File: src/rtl/addsub_sequencer.sv
// Control FSM for the add/subtract accumulator datapath: loads A, then applies up to
// three held add/sub steps (B, C, D) and pulses result_valid when the result is ready.
module addsub_sequencer #(
    parameter int STEP_CYCLES = 2
) (
    input  logic       clock,
    input  logic       reset,
    input  logic       start,
    input  logic [1:0] terms,
    input  logic [2:0] op,
    output logic       s0,
    output logic       s1,
    output logic       s2,
    output logic       addOrSub,
    output logic       done,
    output logic       busy,
    output logic       result_valid,
    output logic [1:0] step
);

    typedef enum logic [1:0] {
        IDLE   = 2'd0,
        LOAD   = 2'd1,
        STEP   = 2'd2,
        FINISH = 2'd3
    } stateT;

    localparam logic [3:0] LAST_COUNT = 4'(STEP_CYCLES - 1);

    stateT      state;
    stateT      stateNext;
    logic [1:0] stepIdx;
    logic [1:0] stepIdxNext;
    logic [3:0] cycleCount;
    logic [3:0] cycleCountNext;
    logic [2:0] opReg;
    logic [2:0] opRegNext;
    logic [1:0] termsReg;
    logic [1:0] termsRegNext;
    logic       stepOp;

    // State register; the step index, hold counter and latched request live alongside it.
    always_ff @(posedge clock) begin
        if (reset) begin
            state      <= IDLE;
            stepIdx    <= 2'd0;
            cycleCount <= 4'd0;
            opReg      <= 3'd0;
            termsReg   <= 2'd0;
        end else begin
            state      <= stateNext;
            stepIdx    <= stepIdxNext;
            cycleCount <= cycleCountNext;
            opReg      <= opRegNext;
            termsReg   <= termsRegNext;
        end
    end

    // Next-state logic. The step index is left untouched on the way into FINISH so the
    // operand select and add/sub direction stay stable through the final cycle.
    always_comb begin
        stateNext      = state;
        stepIdxNext    = stepIdx;
        cycleCountNext = cycleCount;
        opRegNext      = opReg;
        termsRegNext   = termsReg;
        unique case (state)
            IDLE: begin
                if (start) begin
                    opRegNext      = op;
                    termsRegNext   = terms;
                    stepIdxNext    = 2'd0;
                    cycleCountNext = 4'd0;
                    stateNext      = LOAD;
                end
            end
            LOAD: begin
                stepIdxNext    = 2'd0;
                cycleCountNext = 4'd0;
                stateNext      = (termsReg == 2'd0) ? FINISH : STEP;
            end
            STEP: begin
                if (cycleCount == LAST_COUNT) begin
                    cycleCountNext = 4'd0;
                    if (stepIdx == termsReg - 2'd1) begin
                        stateNext = FINISH;
                    end else begin
                        stepIdxNext = stepIdx + 2'd1;
                    end
                end else begin
                    cycleCountNext = cycleCount + 4'd1;
                end
            end
            FINISH: begin
                stateNext = IDLE;
            end
            default: begin
                stateNext = IDLE;
            end
        endcase
    end

    always_comb begin
        stepOp = 1'b1;
        case (stepIdx)
            2'd0:    stepOp = opReg[0];
            2'd1:    stepOp = opReg[1];
            2'd2:    stepOp = opReg[2];
            default: stepOp = 1'b1;
        endcase
    end

    // Output decode from registered state only; done stays high outside STEP so the
    // datapath never does arithmetic except while a step is being held.
    always_comb begin
        s0           = 1'b0;
        s1           = 1'b0;
        s2           = 1'b0;
        addOrSub     = 1'b1;
        done         = 1'b1;
        busy         = 1'b0;
        result_valid = 1'b0;
        step         = 2'd0;
        unique case (state)
            IDLE: begin
            end
            LOAD: begin
                busy = 1'b1;
            end
            STEP: begin
                s0       = 1'b1;
                s1       = stepIdx[0];
                s2       = stepIdx[1];
                addOrSub = stepOp;
                done     = 1'b0;
                busy     = 1'b1;
                step     = stepIdx;
            end
            FINISH: begin
                s0           = (termsReg != 2'd0);
                s1           = stepIdx[0];
                s2           = stepIdx[1];
                addOrSub     = (termsReg == 2'd0) ? 1'b1 : stepOp;
                busy         = 1'b1;
                result_valid = 1'b1;
            end
            default: begin
            end
        endcase
    end

endmodule

File: config.mk
export PLATFORM = sky130hd
export DESIGN_NAME = addsub_sequencer
export DESIGN_NICKNAME = d
export VERILOG_FILES = /design/src/rtl/addsub_sequencer.sv
export SDC_FILE = /design/constraint.sdc
export NUM_CORES = 1
export LEC_CHECK = 0
export CORE_MARGIN = 4
export CORE_UTILIZATION = 30
export DETAILED_ROUTE_END_ITERATION = 8
export GPL_ROUTABILITY_DRIVEN = 0
export PLACE_DENSITY = 0.52
export SYNTH_ARGS = -nofsm -noshare
export SYNTH_HDL_FRONTEND = slang
export SYNTH_SLANG_ARGS = --single-unit
File: constraint.sdc
create_clock -name clock -period 1.9 [get_ports clock]
set_input_delay 0.57 -clock clock [delete_from_list [all_inputs] [get_ports clock]]
set_output_delay 0.57 -clock clock [all_outputs]
set_load 0.05 [all_outputs]
Yosys cells after proc, flatten, opt, wreduce, memory -nomap -nowiden
Cells that the tools add are included.

Bits in registers: 13. Bits in latches: 0. Bits in writable memories: 0. Bits in read-only memories: 0. Output and inout bits: 9. Word-level logic and storage cells: 52. Memories: 0.

Add/sub/neg operators: 3. $mul: 0. Div/mod/pow operators: 0. Magnitude comparators: 0. Equality and inequality tests: 11. Shift operators: 0. Muxes and demuxes: 22. Bitwise operators: 0. Reductions and logical operators: 11.

Operators with widths (number): 2-to-1 mux 2 bit (7); case mux 4 bit (3 select lines) (1); 2-to-1 mux 4 bit (2); inequality test 2 bit, second input constant (4); case mux 2 bit (4 select lines) (1); 2-to-1 mux 1 bit (7); == test 2 bit, second input constant (3); zero test 2 bit (3); case mux 2 bit (3 select lines) (1); adder 4 x 1 -> 4 bit, second input constant (1); == test 2 x 1 -> 1 bit, second input constant (2); == test 4 x 1 -> 1 bit, second input constant (1); case mux 1 bit (2 select lines) (2); AND reduction 2 bit (2); AND reduction 4 bit (1); case mux 1 bit (3 select lines) (1); AND reduction 3 bit (1); nonzero test 3 bit (1); OR reduction 3 bit (1); adder 2 x 1 -> 2 bit, second input constant (1); == test 2 bit (1); nonzero test 2 bit (1); OR reduction 2 bit (1); subtractor 2 x 1 -> 2 bit, second input constant (1).

Logic depth before layout (Yosys ltp)
Gate-level depths: netlist (run 1).

Depth after elaboration: 5. Gate-level depth with buffers: 8.

Worst setup path after synthesis (run 1)
No wires, ideal clock.

Path kind: register -> output. Start: register state[1]. End: output addOrSub. Data arrival time: 2878 ps. Setup slack: -1548 ps. Stages on the path, launching flop included: 5. Buffers on the path: 0. Cell sequence: dfxtp_1 > ha_1 > inv_1 > o21ai_0 > nand3_1.

Cells in the longest elaborated chain, start to end: 2. Elaborated cells between the ends (all ways): 3.

RTL lines: start, declared (line 30) `stateT state;`; start signal, assigned (line 51) `state <= stateNext;`; == test 2 bit (line 124) `unique case (state)`; case mux 1 bit (2 select lines) (*) (line 124); end, declared (line 14) `output logic addOrSub,`.

Mark *: on every way between the ends. The rest lies on a longest branch, timed or not.

Final worst setup path (run 1)
Start: register stepIdx[0]. End: output addOrSub.

Cells in the longest elaborated chain, start to end: 4. Elaborated cells between the ends (all ways): 6.

RTL lines: start, declared (line 32) `logic [1:0] stepIdx;`; start signal, assigned (line 52) `stepIdx <= stepIdxNext;`; == test 2 bit, or another cell as far along (line 105) `case (stepIdx)`; case mux 1 bit (3 select lines) (*) (line 105); 2-to-1 mux 1 bit (line 143) `addOrSub = (termsReg == 2'd0) ? 1'b1 : stepOp;`; case mux 1 bit (2 select lines) (*) (line 124).

Marks and branches as above.

==> results of run 1 <==
[power breakdown]
part           internal (uW)  switching [uW]
combinational            509             519
sequential               324            49.7
clock                   81.7            97.8
[synthesized netlist by cell type (all sizes together) (2+ instances only)]
library cell,count
a21oi,13
inv,14
nand3,8
buf,2
o32ai,2
nand2b,4
o21ai,2
xnor2,2
nor2,5
o31ai,2
or3,4
or4,2
dfxtp,13
nand2,8
nor3b,2
ha,12
[flip-flops by register name (all words and copies together), names as in the netlist]
signal	cells
cycleCount	4
opReg	3
state	2
stepIdx	2
termsReg	2
[routing by layer]
metal	part of all wire [%]	track usage [%]	vias up
met1	44	15.44	381
met2	49	21.60	22
met4	0.83	3.715	0
met3	5.7	3.774	2
met5	0	0	-
li1	-	-	434
[worst paths after layout]
path	start	to	slack, ns	depth (start not counted)
hold / removal	termsReg[1]$_SDFFE_PP0P_	termsReg[1]$_SDFFE_PP0P_	0.46	2
setup reg to reg	state[1]$_SDFFE_PP0P_	stepIdx[1]$_SDFFE_PP0P_	0.14	7
setup / recovery	stepIdx[0]$_SDFFE_PP0P_	addOrSub	-0.22	6
hold reg to reg	termsReg[1]$_SDFFE_PP0P_	termsReg[1]$_SDFFE_PP0P_	0.46	2
[kinds of logic (layout without fill, tap and decap cells)]
| logic type | count (synthesis) | after routing | share of synthesized area, % |
|---|---|---|---|
| and+or+nand+nor | 36 | 36 | 23.19 |
| muxes | 1 | 1 | 1.182 |
| AOI/OAI and AO/OA | 22 | 22 | 15.80 |
| xor gates and xnor gates | 2 | 2 | 2.068 |
| DFF | 13 | 13 | 30.72 |
| buffers and inverters | 17 | 56 | 9.305 |
| adders and majority gates | 12 | 12 | 17.72 |
[per-stage QoR]
| stage | power [uW] | setup slack, ns | hold WS, ns |
|---|---|---|---|
| after floorplan | 923.7 | -0.08779 | 0.4357 |
| after global placement | 1224 | -0.1878 | 0.4475 |
| after detailed placement | 1234 | -0.2058 | 0.4562 |
| after CTS | 1501 | -0.2153 | 0.4672 |
| after global routing | 1688 | -0.3353 | 0.4883 |
| final | 1581 | -0.2153 | 0.4597 |
[tightest hold or removal path, stage by stage (launching register included)]
cell and delay (ns):
dfxtp_1 0.31, nand2_1 0.05, a21oi_1 0.05
[layout make-up]
class                   instances  area (sq um)  area share (%)
repair buffers                 38         421.7           29.20
multi-input cells              73         619.3           42.89
clock buffers                   4         26.28           1.820
flip-flops and latches         13         274.0           18.98
inverters                      14         63.81           4.419
well taps                      31         38.79           2.686
[timing repair]
item                                    in CTS  in global routing
resized for setup                           17                 11
setup buffers                                4                  3
pin swaps                                    2                  2
endpoints found under the setup margin       5                  7
==> key figures, run 1 <==
Clock tree
  – Hold_buf cts: 0
  – Clock Path Buffers: 2
  – Reg clk slew, reported paths: 0.09 ns
  – CTS tree: yes
  – Num CTS Buffers: 3
  – Clock Latency Late Sink: 0.29 ns
  – H-tree depth: 1
  – CTS root buffer: clkbuf_4
  – Total clock sinks: 13

Setup path
  – Element type at the critical path start: flop
  – CP Max Fanout: 3
  – Slowest library cell on the worst path: dfxtp_4
  – Crit-path cells: inv_4 -> ha_2 -> a222oi_1 -> buf_4 -> nand3_4 -> buf_8
  – Critical path's top delay family: flip-flops
  – Critical path class: flop to output pin
  – CP peak stage delay: 0.39 ns
  – WP buf/inv: 3
  – Worst EP required: 1.33 ns
  – Worst Setup End Kind: output pin
  – Critical path arrival: 1.55 ns

Finish
  – Cell area after layout: 0.001444 sq mm
  – Fin util: 52.81%
  – Cell Count, Final, Fillers Out: 173
  – Most common cell after layout, fill and taps aside: buf_4
  – # diodes: 0
  – Area grow syn2layout: 70.46%
  – # fillers: 258
  – Nets: 163
  – Layout cells sized above 1: 42.96%
  – Most frequent cells in the layout: buf_4 (19), a21oi_1 (13)

GRT
  – First-pass GRT wire length: 3436 microns
  – Pin count of the biggest net entering global routing: 15
  – Grt total ovfl: 0
  – Vias in the first global route: 761
  – Global-route usage over all layers: 12.70%
  – Initial antenna violation count: 0

Synth
  – EDFF count, synth: 0
  – Syn. warnings: 0
  – Cell Area, Synth: 847.1 sq um
  – Top cells by area, synth: dfxtp_1 (31%), ha_1 (18%), a21oi_1 (7.7%)
  – Async set-reset flop share out of synthesis: 0%
  – Synth area leader: dfxtp_1
  – Seq/Total Area, Yosys: 30.72%
  – Synth top area share: 30.72%
  – Mean Syn Cell Area: 8.224 sq um
  – Synth cell types: 25
  – Top FF cell, synth: dfxtp_1
  – Register bit total from synthesis: 13
  – Syn Nets: 123
  – Cells after Synth: 103

Floorplan
  – Starting Density: 30.98%
  – Die Area: 0.003737 sq mm
  – # IOs: 17
  – Die width: 61.14 microns
  – Num rows: 19
  – Core area: 0.002734 sq mm
  – Die Y-Extent: 61.14 microns

Timing
  – Final Cycle Share: 111.3%
  – Final Skew: 0.01048 ns
  – Hold Violations, Final: 0
  – Max Slew Vio Count: 0
  – RSZ-0062 raised after global routing: yes
  – Slew margin rel.: 78.59%
  – Crit path time final: 2.115 ns
  – Max Fclk: 472.8 MHz
  – Setup TNS: -0.4933 ns
  – Final setup viols: 5
  – Worst slew pin tran: 0.3204 ns
  – Final worst slack: -0.2153 ns

Placed design
  – Placed cell count: 162
  – Post-DP Area: 0.001277 sq mm
  – Hpwl dp: 1646 microns
  – IO Port Bufs: 16

Flow run
  – Max-cap violations: 0

Route
  – Via count: 839
  – Vias/cell: 4.850
  – Initial DRC Count: 38
  – Detail Route Antenna Nets: 0
  – DRC: 0
  – First-pass DRT Iterations: 5
  – Final wirelength: 2165 microns
  – Wire length per cell: 12.51 microns

Outcome
  – Status: complete, but fails checks
  – Failing checks: setup timing

Power and ir drop
  – VDD IR max: 1.054 mV
  – PD cells: 1095 mW/mm^2
  – Pleak: 0.0005513 uW

Min path
  – Worst min path class: flop to flop
No activity file was read; power rests on OpenSTA's default activity.
==> run 2, diff against run 1 <==
PLACE_DENSITY = 0.61   (was 0.52)
clock period = 2.4 ns   (was 1.9 ns; I/O delays follow)
==> run 2 against run 1 <==
Against the previous run: largest cell class unchanged; the run now ends clean; sequential power fell by 25%; sequential cell count did not move; worst hold slack improved by 0.0027 ns; clock skew fell by 0.0087 ns; wire length fell by 17%.
==> key figures, run 2 (synthesis gave the netlist of run 1 again) <==
Setup path
  – Critical path's top delay family: compound AO/OA/AOI/OAI gates
  – WP buf/inv: 2
  – Slowest library cell on the worst path: a222oi_1
  – CP Max Fanout: 5
  – CP peak stage delay: 0.39 ns
  – Worst Setup End Kind: output pin
  – Element type at the critical path start: flop
  – Critical path arrival: 1.59 ns
  – Worst EP required: 1.68 ns
  – Critical path class: flop to output pin
  – Crit-path cells: inv_2 -> ha_1 -> a222oi_1 -> nand3_2 -> buf_8

Finish
  – # diodes: 0
  – # fillers: 267
  – Nets: 144
  – Reg area: 266.5 sq um
  – Most common cell after layout, fill and taps aside: a21oi_1
  – Max reg flops: 4
  – Largest register by flop count: cycleCount
  – Area grow syn2layout: 33.53%
  – Area of the multi-input gates: 529.3 sq um
  – Top flop regs: cycleCount (4), opReg (3)
  – Fin util: 41.37%
  – Layout cells sized above 1: 21.14%
  – Most frequent cells in the layout: a21oi_1 (13), inv_1 (12), ha_1 (10), dfxtp_1 (10), nand2_1 (8)

Timing
  – Final setup viols: 0
  – Max Slew Vio Count: 0
  – Slew margin rel.: 70.85%
  – Setup TNS: 0 ns
  – Final Skew: 0.001743 ns
  – Max Fclk: 433.7 MHz
  – Final Cycle Share: 96.06%
  – Final worst slack: 0.09450 ns
  – Hold Slack: 0.4624 ns
  – Crit path time final: 2.306 ns
  – RSZ-0062 raised after global routing: no
  – Hold Violations, Final: 0
  – Worst slew pin tran: 0.4356 ns

Flow run
  – Max-cap violations: 0

Route
  – First-pass DRT Iterations: 4
  – Vias/cell: 4.896
  – Final wirelength: 1798 microns
  – Detail Route Antenna Nets: 0
  – Initial DRC Count: 25
  – Via count: 754
  – Wire length per cell: 11.68 microns
  – DRC: 0

Placed design
  – Worst slack, placed: 0.08855 ns
  – IO Port Bufs: 16
  – Hpwl dp: 1456 microns

Floorplan
  – Starting Density: 30.98%
  – Core area: 0.002734 sq mm
  – Num rows: 19
  – Die Y-Extent: 61.14 microns
  – # IOs: 17
  – Die Area: 0.003737 sq mm
  – Die width: 61.14 microns

Clock tree
  – Clock Latency Late Sink: 0.28 ns
  – CTS tree: yes
  – H-tree depth: 1
  – CTS root buffer: clkbuf_4
  – Reg clk slew, reported paths: 0.08 ns
  – Total clock sinks: 13
  – Num CTS Buffers: 3
  – Clock Path Buffers: 2

Power and ir drop
  – Pleak: 0.0004372 uW
  – PD cells: 859.3 mW/mm^2
  – VDD IR max: 0.6856 mV

GRT
  – Vias in the first global route: 663
  – Global-route usage over all layers: 10.78%
  – First-pass GRT wire length: 2994 microns
  – Grt total ovfl: 0
  – Pin count of the biggest net entering global routing: 12
  – Initial antenna violation count: 0

Outcome
  – Status: completed

Min path
  – Worst min path class: flop to flop
[run 2: path summary, 6_finish.rpt]
check / startpoint / end / slack (ns) / cells past startpoint
worst max-delay path: stepIdx[1]$_SDFFE_PP0P_ / addOrSub / 0.09 / 5
worst min-delay path: opReg[0]$_SDFFE_PP0P_ / opReg[0]$_SDFFE_PP0P_ / 0.46 / 2
worst max register to register: state[1]$_SDFFE_PP0P_ / stepIdx[0]$_SDFFE_PP0P_ / 0.32 / 6
worst min register to register: opReg[0]$_SDFFE_PP0P_ / opReg[0]$_SDFFE_PP0P_ / 0.46 / 2
[run 2: through the flow]
stage | cell area, sq um | power, uW | instances
after detailed placement | 1081 | 830.1 | 149
after floorplan | 865.8 | 686.7 | 103
after global placement | 1081 | 819.0 | 149
after global routing | 1131 | 1047 | 154
after CTS | 1110 | 971.1 | 153
final | 1131 | 971.9 | 154
[run 2: per-layer routing]
| layer | vias to the layer above | global-route usage [%] | part of all wire, % |
|---|---|---|---|
| met3 | 2 | 3.983 | 6.5 |
| met1 | 340 | 14.21 | 50 |
| met5 | - | 0 | 0 |
| li1 | 396 | - | - |
| met2 | 16 | 16.31 | 43 |
| met4 | 0 | 3.406 | 0.78 |
[run 2: tightest hold or removal path, stage by stage (launching register included)]
cell and delay, ns:
dfxtp_1 0.32, nand2_1 0.05, a21oi_1 0.05
[run 2: final cells by class]
type | count | area share [%]
Tap cell | 31 | 3.429
Multi-Input combinational cell | 73 | 46.79
Clock buffer | 4 | 2.323
Inverter | 14 | 4.646
Sequential cell | 13 | 23.56
Timing Repair Buffer | 19 | 19.25
[run 2: repair_timing]
item / 4_1_cts / 5_1_grt
resized for setup: 2 / 7
pin swaps: 0 / 2
setup endpoints to repair: 1 / 4
setup buffers: 0 / 1
hold buffers: 0 / 0
[run 2: report_power, final]
group / total, uW / internal, uW / switching, uW
Clock: 138 / 64.5 / 73.4
Sequential: 279 / 248 / 31.9
Combinational: 555 / 228 / 327
